**src/rtl/vend_service_controller.sv**
```systemverilog
// vend_service_controller: vending sequencer for credit, select, motor and change.
// Optional motor watchdog: define VEND_MOTOR_TIMEOUT_EN.
//
// Ports:
//   clk, rst          clock, async active-high reset
//   coin5, coin10     one-cycle coin pulses
//   cancel            one-cycle refund request
//   sel[N_SEL]        product buttons, level-sampled
//   motor_req/sel     dispense request and one-hot lane
//   motor_done        one-cycle dispense-complete pulse
//   hopper_req/ack    eject one 5-unit coin handshake
//   credit            current credit
//   busy              state != IDLE
//   coin_reject       one-cycle pulse per refused coin
//   fault             sticky watchdog fault (0 without the feature)
module vend_service_controller #(
  parameter int N_SEL      = 4,
  parameter int PRICE      = 15,
  parameter int MAX_CREDIT = 40,
  parameter int CREDIT_W   = 6,
  parameter int TIMEOUT    = 255
) (
  input  logic                clk,
  input  logic                rst,
  input  logic                coin5,
  input  logic                coin10,
  input  logic                cancel,
  input  logic [N_SEL-1:0]    sel,
  output logic                motor_req,
  output logic [N_SEL-1:0]    motor_sel,
  input  logic                motor_done,
  output logic                hopper_req,
  input  logic                hopper_ack,
  output logic [CREDIT_W-1:0] credit,
  output logic                busy,
  output logic                coin_reject,
  output logic                fault
);

  typedef enum logic [1:0] {
    IDLE   = 2'd0,
    VEND   = 2'd1,
    CHANGE = 2'd2
  } state_t;

  localparam logic [CREDIT_W-1:0] C5 =
    CREDIT_W'(5);
  localparam logic [CREDIT_W-1:0] C10 =
    CREDIT_W'(10);
  localparam logic [CREDIT_W-1:0] CPRICE =
    CREDIT_W'(PRICE);
  localparam logic [CREDIT_W-1:0] CMAX =
    CREDIT_W'(MAX_CREDIT);

  state_t              state, state_n;
  logic [CREDIT_W-1:0] credit_n;
  logic                mreq_n;
  logic [N_SEL-1:0]    msel_n;
  logic                hreq_n;
  logic                rej_n;
  logic                busy_n;
  logic                has_coin;
  logic                sel_ok;
  logic                take_cancel;
  logic                take_sel;

  function automatic logic [N_SEL-1:0] lowest(
    input logic [N_SEL-1:0] v
  );
    logic [N_SEL-1:0] r;
    r = '0;
    for (int i = N_SEL - 1; i >= 0; i--) begin
      if (v[i]) begin
        r    = '0;
        r[i] = 1'b1;
      end
    end
    return r;
  endfunction

`ifdef VEND_MOTOR_TIMEOUT_EN
  localparam int TW = $clog2(TIMEOUT + 1);
  localparam logic [TW-1:0] TLAST =
    TW'(TIMEOUT - 1);

  logic [TW-1:0] cnt, cnt_n;
  logic          fault_n;

  always_ff @(posedge clk or posedge rst) begin
    if (rst) begin
      cnt   <= '0;
      fault <= 1'b0;
    end else begin
      cnt   <= cnt_n;
      fault <= fault_n;
    end
  end

  assign sel_ok = ~fault;
`else
  assign fault  = 1'b0;
  assign sel_ok = 1'b1;
`endif

  assign has_coin    = coin5 | coin10;
  assign take_cancel = cancel && (credit != '0);
  assign take_sel    = !take_cancel && sel_ok &&
                       (|sel) && (credit >= CPRICE);

  always_comb begin
    state_n  = state;
    credit_n = credit;
    mreq_n   = motor_req;
    msel_n   = motor_sel;
    hreq_n   = hopper_req;
    rej_n    = 1'b0;
`ifdef VEND_MOTOR_TIMEOUT_EN
    cnt_n    = cnt;
    fault_n  = fault;
`endif
    unique case (state)
      IDLE: begin
`ifdef VEND_MOTOR_TIMEOUT_EN
        cnt_n = '0;
`endif
        if (take_cancel) begin
          state_n = CHANGE;
          hreq_n  = 1'b1;
          rej_n   = has_coin;
        end else if (take_sel) begin
          state_n = VEND;
          mreq_n  = 1'b1;
          msel_n  = lowest(sel);
          rej_n   = has_coin;
        end else if (coin10) begin
          // coin5 in the same cycle always loses
          if (credit + C10 <= CMAX)
            credit_n = credit + C10;
          else
            rej_n = 1'b1;
          if (coin5)
            rej_n = 1'b1;
        end else if (coin5) begin
          if (credit + C5 <= CMAX)
            credit_n = credit + C5;
          else
            rej_n = 1'b1;
        end
      end
      VEND: begin
        rej_n = has_coin;
        if (motor_done) begin
          credit_n = credit - CPRICE;
          mreq_n   = 1'b0;
          msel_n   = '0;
          if (credit != CPRICE) begin
            state_n = CHANGE;
            hreq_n  = 1'b1;
          end else begin
            state_n = IDLE;
          end
        end
`ifdef VEND_MOTOR_TIMEOUT_EN
        else if (cnt == TLAST) begin
          // full refund: credit untouched
          mreq_n  = 1'b0;
          msel_n  = '0;
          fault_n = 1'b1;
          state_n = CHANGE;
          hreq_n  = 1'b1;
        end else begin
          cnt_n = cnt + 1'b1;
        end
`endif
      end
      CHANGE: begin
        rej_n = has_coin;
        if (hopper_req && hopper_ack) begin
          credit_n = credit - C5;
          if (credit == C5) begin
            state_n = IDLE;
            hreq_n  = 1'b0;
          end
        end
      end
      default: begin
        state_n  = IDLE;
        credit_n = '0;
        mreq_n   = 1'b0;
        msel_n   = '0;
        hreq_n   = 1'b0;
      end
    endcase
    busy_n = (state_n != IDLE);
  end

  always_ff @(posedge clk or posedge rst) begin
    if (rst) begin
      state       <= IDLE;
      credit      <= '0;
      motor_req   <= 1'b0;
      motor_sel   <= '0;
      hopper_req  <= 1'b0;
      coin_reject <= 1'b0;
      busy        <= 1'b0;
    end else begin
      state       <= state_n;
      credit      <= credit_n;
      motor_req   <= mreq_n;
      motor_sel   <= msel_n;
      hopper_req  <= hreq_n;
      coin_reject <= rej_n;
      busy        <= busy_n;
    end
  end

endmodule

```
**config.mk**
```make
export PLATFORM = sky130hd
export DESIGN_NAME = vend_service_controller
export DESIGN_NICKNAME = d
export VERILOG_FILES = /design/src/rtl/vend_service_controller.sv
export SDC_FILE = /design/constraint.sdc
export NUM_CORES = 1
export LEC_CHECK = 0
export CORE_ASPECT_RATIO = 0.8
export CORE_UTILIZATION = 53
export CTS_CLUSTER_SIZE = 14
export DETAILED_ROUTE_END_ITERATION = 12
export PLACE_DENSITY_LB_ADDON = 0.08
export SYNTH_ARGS = -nofsm -noshare
export SYNTH_HDL_FRONTEND = slang
export SYNTH_SLANG_ARGS = --single-unit
```
**constraint.sdc**
```tcl
create_clock -name clk -period 2.7 [get_ports clk]
set_clock_uncertainty 0.1 [all_clocks]
set_input_delay 0.405 -clock clk [delete_from_list [all_inputs] [get_ports clk]]
set_output_delay 0.405 -clock clk [all_outputs]
set_load 0.05 [all_outputs]
```
==> key figures, run 1 <==
Run status
  • Run status: finished, final reports clean

Drt
  • DR pass1 iterations: 5
  • DRT iter0 DRCs: 158
  • Post-DRT Antenna Nets: 0
  • DRC Markers: 0
  • Via density: 6.40
  • Via count: 1644
  • Avg WL per Cell: 18.1 um
  • Wirelength, routed: 4650 um

Floorplanning
  • Die Wd: 61.5 um
  • Die ar.: 3050 um^2
  • Number of I/O pins: 26
  • Starting Density: 0.585
  • Site row count: 16
  • Core Area: 2560 um^2
  • Die Y: 49.6 um

Clock network
  • CTS tree: built
  • TritonCTS buffer count: 3
  • Root buf cell: clkbuf_4
  • Clock sinks: 16
  • H-tree lvl count: 1
  • Clock transition at the registers of the reported paths: 0.10 ns
  • Clock latency at the later pin of the worst-skew pair: 0.29 ns
  • Clock buffer depth: 2

Power
  • Max VDD drop: 808 uV
  • Pwr/cell area: 1410 nW/um^2
  • Leak Pwr: 0.839 nW

STA
  • Worst hold margin: 0.383 ns
  • Slew @ Worst Pin: 0.629 ns
  • Final number of max-transition violations: 0
  • Rel. slew slack: 0.576
  • # setup viols final: 0
  • Final hold vios: 0
  • Crit share post-route: 0.971
  • Fin crit period: 2.62 ns
  • Worst setup margin: 0.0788 ns
  • Top achievable clock speed: 382 MHz

Final layout
  • Layout area overhead: 27.9%
  • Post-Route Utilization: 0.749
  • Number of nets in the layout: 244
  • Most common cell after layout, fill and taps aside: clkdlybuf4s50_1
  • N_diodes: 0
  • Most frequent cells in the layout: clkdlybuf4s50_1 (24), nand2_1 (21), buf_4 (20), a21oi_1 (17), dfrtp_1 (13)
  • Layout cell share with drive strength beyond 1: 0.190

Yosys
  • Post-synthesis register bit count: 16
  • Syn_area_per_cell: 8.11 um^2
  • Synth Instances: 185
  • Asr flop ratio synth: 1.00
  • Dominant synthesized flop cell: dfrtp_1
  • Yosys warns: 0
  • Number of enable flip-flop cells after synthesis: 0
  • Post-Syn Nets: 207
  • Synth unique cells: 53
  • Register area share after synthesis: 0.267
  • Mapped Area: 1500 um^2

Worst setup path
  • Worst setup EP type: register
  • Cell repeated most along the worst path: a2bb2oi_2
  • Slowest CP cell: or4_1
  • Kind of cell adding the most delay to the critical path: compound AO/OA/AOI/OAI gates
  • Req. time, crit path: 2.83 ns
  • Worst EP arrival: 2.75 ns
  • Worst-path maximum fanout: 12
  • Startpoint types: register
  • Slowest stage delay, CP: 0.52 ns
  • Worst path cell trace: inv_1 -> ha_1 -> a21boi_1 -> a221oi_2 -> o21ai_2 -> a2bb2oi_2 -> a2bb2oi_2 -> buf_4 -> or4_1 -> nand3_1
  • Kind of critical path: reg -> reg
  • Buf+Inv Stages, Crit Path: 2

Flow run
  • Max-Cap Viols: 0

Placement
  • Port Buf Inserts: 24
  • Routability cong.: 0.912
  • Pre-CTS setup slack: 0.0512 ns
  • Post-detail-place hpwl: 3390 um

Global route
  • Largest net degree at the start of global routing: 17
  • First-pass GRT wire length: 7080 um
  • Vias in the first global route: 1475
  • Total grt overflow: 0
  • Number of antenna violations at the first check in global routing: 0
  • Gr usage total: 0.315

Worst hold path
  • Hold Crit Class: in -> async
==> final timing paths <==
path	start	to	slack [ns]	cells past startpoint
worst max-delay path	credit[1]	credit[4]	0.08	10
worst min register to register	motor_req	motor_req	0.41	1
worst max register to register	credit[1]	credit[4]	0.08	10
min in group clk	motor_req	motor_req	0.41	1
max in group asynchronous	rst	credit[0]	1.67	2
worst min-delay path	rst	motor_sel[1]	0.38	2
==> cells by family after synthesis <==
kind of cell	Yosys count	synth area share
mux	3	0.0200
flops	16	0.267
fa+ha+maj	11	0.0917
other cells	1	0.00250
xor+xnor	4	0.0234
compound gates	63	0.303
buf+inv	27	0.0851
simple gates	60	0.208
==> what timing repair did <==
action / 4_1_cts / 5_1_grt
hold buffers: 0 / 0
setup endpoints to repair: 0 / 2
gates resized for setup: 0 / 4
buffers inserted: 0 / 6
==> metrics by stage <==
step	TNS [ns]	power [mW]	std cells	instance area, um^2
finish	0	2.70	257	1920
global route	-0.0135	2.85	257	1920
CTS	0	2.56	251	1870
global placement	0	2.32	247	1830
detailed placement	0	2.39	247	1830
floorplan	0	1.82	185	1500
==> layer usage <==
layer	track usage	part of all wire	vias to the layer above
met5	0	0	-
met4	0.0296	0.010	0
met3	0.0577	0.12	8
met2	0.487	0.45	123
met1	0.469	0.42	768
li1	-	-	745
==> worst register-to-register path, stage by stage (launching register included) <==
cell and delay (ns):
dfrtp_2 0.44, inv_1 0.08, ha_1 0.33, a21boi_1 0.10, a221oi_2 0.29, o21ai_2 0.13, a2bb2oi_2 0.15, a2bb2oi_2 0.14
buf_4 0.19, or4_1 0.52, nand3_1 0.10
==> cells in the mapped netlist (all sizes together), types with 2 or more instances <==
cell     count  area [um^2]
a22oi        2         15.0
nor2        11         43.8
nor3         2         10.0
nand2b       6         37.5
nor4         3         18.8
ha          11          138
a2bb2oi      2         30.0
buf          7         52.5
nand3        4         20.0
and2         2         15.0
mux2i        3         30.0
a221oi       3         32.5
o21ai       10         50.0
o31ai        7         52.6
nand2       21         78.8
clkbuf       7         26.3
a22o         2         17.5
inv         13         48.8
xnor2        3         26.3
nor3b        2         15.0
o221a        2         22.5
a31oi        4         25.0
dfrtp       16          400
or4          3         26.3
a21oi       17         85.1
nor2b        2         12.5
a32o         2         20.0
==> final cells by class <==
cell class                      count  area (um^2)
Inverter                           13         48.8
Sequential cell                    16          404
Multi-Input combinational cell    142          983
Tap cell                           36         45.0
Clock buffer                        4         36.3
Timing Repair Buffer               46          400
Fill cell                         208          644
==> report_power, final <==
group          total (mW)  switching [mW]  leakage, nW  internal (mW)
Clock               0.165          0.0824       0.0210         0.0822
Combinational        2.04            1.23        0.619          0.807
Sequential          0.496           0.146        0.199          0.350
Total                2.70            1.46        0.839           1.24
==> registers in the layout, summed over array words and instances, names as in the netlist <==
name / cells
hopper_req: 1
busy: 1
state: 2
motor_sel: 4
motor_req: 1
credit: 6
coin_reject: 1
Power figures use the tool's default switching activity.
==> run 2: changes to the inputs <==
--- a/config.mk
+++ b/config.mk
@@ -10,6 +10,7 @@
 export CTS_CLUSTER_SIZE = 14
 export DETAILED_ROUTE_END_ITERATION = 12
 export PLACE_DENSITY_LB_ADDON = 0.08
+export REMOVE_ABC_BUFFERS = 1
 export SYNTH_ARGS = -nofsm -noshare
 export SYNTH_HDL_FRONTEND = slang
 export SYNTH_SLANG_ARGS = --single-unit
==> key figures, run 2 (same netlist as run 1, synthesis figures left out) <==
Worst setup path
  • Worst EP arrival: 2.67 ns (-0.08 ns)
  • Req. time, crit path: 2.84 ns (about the same)
  • Worst setup EP type: register
  • Startpoint types: register
  • Worst-path maximum fanout: 12 (unchanged)
  • Kind of critical path: reg -> reg

Flow run
  • Max-Cap Viols: 0 (unchanged)

Power
  • Pwr/cell area: 1390 nW/um^2 (-0.98%)
  • Max VDD drop: 827 uV (+2.4%)
  • Leak Pwr: 0.798 nW (-4.9%)

STA
  • Worst setup margin: 0.168 ns (+0.0894 ns)
  • Final number of max-transition violations: 0 (unchanged)
  • Unrepaired setup endpoints after global routing: false
  • Worst hold margin: 0.385 ns (+0.00206 ns)
  • Crit share post-route: 0.938 (-0.0331)
  • # setup viols final: 0 (unchanged)
  • Final hold vios: 0 (unchanged)
  • Slew @ Worst Pin: 0.626 ns (-0.00315 ns)
  • Setup TNS Final: 0 ns (unchanged)
  • Rel. slew slack: 0.578 (+0.00212)
  • Top achievable clock speed: 395 MHz (+3.5%)
  • Fin crit period: 2.53 ns (-0.0894 ns)

Run status
  • Run status: finished, final reports clean

Final layout
  • Fill cells: 215 (+3.4%)
  • N_diodes: 0 (unchanged)
  • Most frequent cells in the layout: clkdlybuf4s50_1 (24), nand2_1 (21), a21oi_1 (16), dfrtp_1 (16), buf_4 (12)
  • Largest regs: credit (6), motor_sel (4), state (2)
  • Layout area overhead: 23.2%
  • Most common cell after layout, fill and taps aside: clkdlybuf4s50_1
  • Largest Register: credit
  • Final instance area: 1850 um^2 (-3.7%)
  • Layout cell share with drive strength beyond 1: 0.133 (-0.0573)
  • Number of nets in the layout: 234 (-4.1%)
  • Max reg flops: 6 (unchanged)

Drt
  • Avg WL per Cell: 17.1 um (-5.5%)
  • DRT iter0 DRCs: 114 (-28%)
  • DRC Markers: 0 (unchanged)
  • Via count: 1503 (-8.6%)
  • Wirelength, routed: 4220 um (-9.2%)
  • DR pass1 iterations: 4 (-1)
  • Via density: 6.09 (-4.9%)
  • Post-DRT Antenna Nets: 0 (unchanged)

Clock network
  • H-tree lvl count: 1 (unchanged)
  • Clock buffer depth: 2 (unchanged)
  • CTS Hold Bufs: 0 (unchanged)
  • Root buf cell: clkbuf_4
  • Clock transition at the registers of the reported paths: 0.10 ns (about the same)
  • Clock sinks: 16 (unchanged)
  • CTS tree: built
  • TritonCTS buffer count: 3 (unchanged)
  • Clock latency at the later pin of the worst-skew pair: 0.30 ns (about the same)

Floorplanning
  • Die ar.: 3050 um^2 (unchanged)
  • Die Wd: 61.5 um (unchanged)
  • Number of I/O pins: 26 (unchanged)
  • Starting Density: 0.585 (unchanged)
  • Die Y: 49.6 um (unchanged)
  • Core Area: 2560 um^2 (unchanged)
  • Site row count: 16 (unchanged)

Placement
  • Cell Area, Placed: 1790 um^2 (-2.3%)
  • Port Buf Inserts: 24 (unchanged)
  • Pre-CTS setup slack: 0.122 ns (+0.0710 ns)
  • Post-detail-place hpwl: 3150 um (-7.0%)
  • Routability cong.: 0.938 (+2.9%)

Global route
  • Gr usage total: 0.311 (-0.00381)
  • Vias in the first global route: 1416 (-4.0%)
  • Number of antenna violations at the first check in global routing: 0 (unchanged)
  • Largest net degree at the start of global routing: 24 (+7)
  • Total grt overflow: 0 (unchanged)
  • First-pass GRT wire length: 6990 um (-1.3%)

Worst hold path
  • Hold Crit Class: in -> async
## run 2: cell types whose count changed in the layout (fill, tap and decap cells not counted), moves of 2 or more
| cell | change |
|---|---|
| dfrtp_2 | -3 |
| dfrtp_1 | +3 |
| buf_4 | -8 |
| clkbuf_2 | -2 |
## run 2: layer usage
layer	wire, um	part of all wire	track usage
met1	1870	0.44	0.485
met2	1910	0.45	0.434
met3	404	0.096	0.0525
met4	43	0.010	0.0778
met5	0	0	0
## run 2: critical path, stage by stage (launching register included)
cell and delay [ns]:
dfrtp_1 0.47, ha_1 0.34, and3b_1 0.22, a221oi_2 0.20, o21ai_1 0.16, a2bb2oi_2 0.17, a2bb2oi_4 0.20, or4_1 0.51
nand3_1 0.09
## run 2: power by group
group / internal (mW) / leakage [nW] / switching [mW]
sequential: 0.345 / 0.202 / 0.131
clock: 0.0824 / 0.0210 / 0.0872
combinational: 0.743 / 0.575 / 1.18
total: 1.17 / 0.798 / 1.40
## run 2: final cells by class
class | count | area, um^2 | area share
inverters | 13 | 48.8 | 0.0264
clock buffers | 4 | 36.3 | 0.0196
flip-flops and latches | 16 | 400 | 0.217
repair buffers | 36 | 330 | 0.179
well taps | 36 | 45.0 | 0.0244
multi-input cells | 142 | 987 | 0.534
## run 2: final timing paths
path | start | to | slack (ns) | cells past startpoint
min in group clk | motor_req | motor_req | 0.40 | 1
setup reg to reg | credit[1] | credit[4] | 0.17 | 8
max in group asynchronous | rst | credit[2] | 1.71 | 2
hold reg to reg | motor_req | motor_req | 0.40 | 1
hold / removal | rst | motor_sel[3] | 0.38 | 2
setup / recovery | credit[1] | credit[4] | 0.17 | 8
## run 2: what timing repair did
action,in CTS,in global routing
setup buffers,0,1
endpoints found under the setup margin,0,3
gates resized for setup,0,3
## run 2: per-stage QoR
stage                util  std cells  total power, mW
finish              0.721        247             2.57
global placement    0.698        242             2.29
CTS                 0.712        246             2.50
floorplan               -        171             1.74
detailed placement  0.698        242             2.33
global route        0.721        247             2.77
==> run 3: changes to the inputs <==
--- a/config.mk
+++ b/config.mk
@@ -5,8 +5,10 @@
 export SDC_FILE = /design/constraint.sdc
 export NUM_CORES = 1
 export LEC_CHECK = 0
+export CELL_PAD_IN_SITES_DETAIL_PLACEMENT = 1
+export CELL_PAD_IN_SITES_GLOBAL_PLACEMENT = 1
 export CORE_ASPECT_RATIO = 0.8
-export CORE_UTILIZATION = 53
+export CORE_UTILIZATION = 30
 export CTS_CLUSTER_SIZE = 14
 export DETAILED_ROUTE_END_ITERATION = 12
 export PLACE_DENSITY_LB_ADDON = 0.08
==> key figures, run 3 (same netlist as run 1, synthesis figures left out) <==
Final layout
  • Max reg flops: 6 (unchanged)
  • Number of nets in the layout: 242 (+3.4%)
  • Largest Register: credit
  • Storage cell area: 402 um^2 (+0.31%)
  • Largest regs: credit (6), motor_sel (4), state (2)
  • Final instance area: 1960 um^2 (+6.1%)
  • Most frequent cells in the layout: clkdlybuf4s50_1 (24), nand2_1 (21), buf_4 (20), a21oi_1 (17), dfrtp_1 (15)
  • Layout cell share with drive strength beyond 1: 0.169 (+0.0362)
  • Post-Route Utilization: 0.417 (-0.305)
  • Layout area overhead: 30.7%
  • Footprint of the multi-input gates: 990 um^2 (+0.25%)
  • Fill cells: 545 (+150%)
  • Most common cell after layout, fill and taps aside: clkdlybuf4s50_1
  • Final Non-Filler Cells: 279 (+13%)
  • N_diodes: 0 (unchanged)

Worst setup path
  • Worst setup EP type: register
  • Worst EP arrival: 2.67 ns (about the same)
  • Reg-to-Reg End: credit[4]
  • Kind of critical path: reg -> reg
  • R2r setup slk: 0.13 ns (-0.04 ns)
  • FF-to-FF Start: credit[0]
  • Reg2reg path depth: 10 (+2)
  • Startpoint types: register
  • Req. time, crit path: 2.81 ns (-0.03 ns)
  • Worst-path maximum fanout: 10 (-2)

Drt
  • Avg WL per Cell: 19.3 um (+13%)
  • DR pass1 iterations: 4 (unchanged)
  • DRT iter0 DRCs: 96 (-16%)
  • Via count: 1567 (+4.3%)
  • Wirelength, routed: 5380 um (+27%)
  • Via density: 5.62 (-7.7%)
  • DRC Markers: 0 (unchanged)
  • Post-DRT Antenna Nets: 0 (unchanged)

Placement
  • Port Buf Inserts: 24 (unchanged)
  • Routability cong.: 0.848 (-9.6%)
  • Cell Area, Placed: 1890 um^2 (+5.5%)
  • # placed instances: 275 (+14%)
  • Post-detail-place hpwl: 4090 um (+30%)

Power
  • Pwr/cell area: 1420 nW/um^2 (+2.3%)
  • Leak Pwr: 0.845 nW (+5.8%)
  • Design Power: 2.79 mW (+8.5%)
  • Max VDD drop: 523 uV (-37%)

STA
  • Final number of max-transition violations: 0 (unchanged)
  • Crit share post-route: 0.951 (+0.0136)
  • Rel. slew slack: 0.542 (-0.0361)
  • Slew @ Worst Pin: 0.686 ns (+0.0600 ns)
  • Fin crit period: 2.57 ns (+0.0368 ns)
  • Unrepaired setup endpoints after global routing: false
  • Setup TNS Final: 0 ns (unchanged)
  • Final hold vios: 0 (unchanged)
  • Top achievable clock speed: 389 MHz (-1.4%)
  • # setup viols final: 0 (unchanged)

Global route
  • Vias in the first global route: 1667 (+18%)
  • Number of antenna violations at the first check in global routing: 0 (unchanged)
  • Largest net degree at the start of global routing: 17 (-29%)
  • First-pass GRT wire length: 8770 um (+25%)
  • Gr usage total: 0.223 (-0.0879)
  • Total grt overflow: 0 (unchanged)

Clock network
  • Clock buffer depth: 2 (unchanged)
  • Clock transition at the registers of the reported paths: 0.08 ns (-0.02 ns)
  • CTS Hold Bufs: 0 (unchanged)
  • Root buf cell: clkbuf_8
  • CTS tree: built
  • Post-CTS Setup Bufs: 0 (unchanged)
  • Cts repair resizes: 0 (unchanged)
  • H-tree lvl count: 1 (unchanged)
  • Clock sinks: 16 (unchanged)
  • Clock latency at the later pin of the worst-skew pair: 0.26 ns (-0.04 ns)
  • TritonCTS buffer count: 3 (unchanged)

Floorplanning
  • Core Area: 4710 um^2 (+84%)
  • Die Wd: 81.1 um (+32%)
  • Die ar.: 5290 um^2 (+74%)
  • Starting Density: 0.319 (-0.267)
  • Site row count: 22 (+6)
  • Die Y: 65.3 um (+32%)
  • Number of I/O pins: 26 (unchanged)

Worst hold path
  • Hold Crit Class: reg -> reg
  • WHS Path Cells: 1
  • Endpoint, Worst Hold: motor_req
  • Min-delay src: motor_req

Run status
  • Run status: finished, final reports clean

Flow run
  • Max-Cap Viols: 0 (unchanged)
[run 3: worst max-delay path by stage]
stage                endpoint  slack (ns)       from  depth (start not counted)
floorplan           credit[4]       -0.16  credit[1]                          8
global placement    credit[4]        0.15     sel[1]                          8
detailed placement  credit[4]        0.05  credit[1]                          9
CTS                 credit[4]        0.03  credit[1]                          9
global route        credit[0]        0.04   state[1]                          9
finish              credit[4]        0.13  credit[0]                         10
[run 3: metal layers]
metal	GRT usage	up-vias	part of all wire
met5	0	-	0
met3	0.0431	4	0.033
met4	0.0313	0	0.0041
met1	0.316	783	0.48
met2	0.355	38	0.48
li1	-	742	-
[run 3: area by class of cell]
type | count | area share
inverters | 13 | 0.0249
well taps | 60 | 0.0383
clock buffers | 4 | 0.0281
flip-flops and latches | 16 | 0.205
multi-input cells | 142 | 0.505
repair buffers | 44 | 0.199
[run 3: report_power, final]
group,internal (mW),switching (mW)
clock,0.130,0.104
sequential,0.347,0.130
combinational,0.810,1.27
total,1.29,1.50
[run 3: stage by stage]
stage	setup slack [ns]	hold slack [ns]
2_1_floorplan	-0.156	0.219
3_3_place_gp	0.148	0.370
3_5_place_dp	0.0530	0.390
4_1_cts	0.0273	0.403
5_1_grt	0.0407	0.438
6_report	0.131	0.398
[run 3: worst max-delay path, cell delays in order (launching register included)]
cell,delay (ns)
dfrtp_1,0.39
buf_4,0.17
inv_1,0.17
ha_1,0.20
a21boi_1,0.09
a221oi_2,0.27
o21ai_2,0.12
a2bb2oi_2,0.16
a2bb2oi_4,0.21
or4_1,0.53
nand3_1,0.09
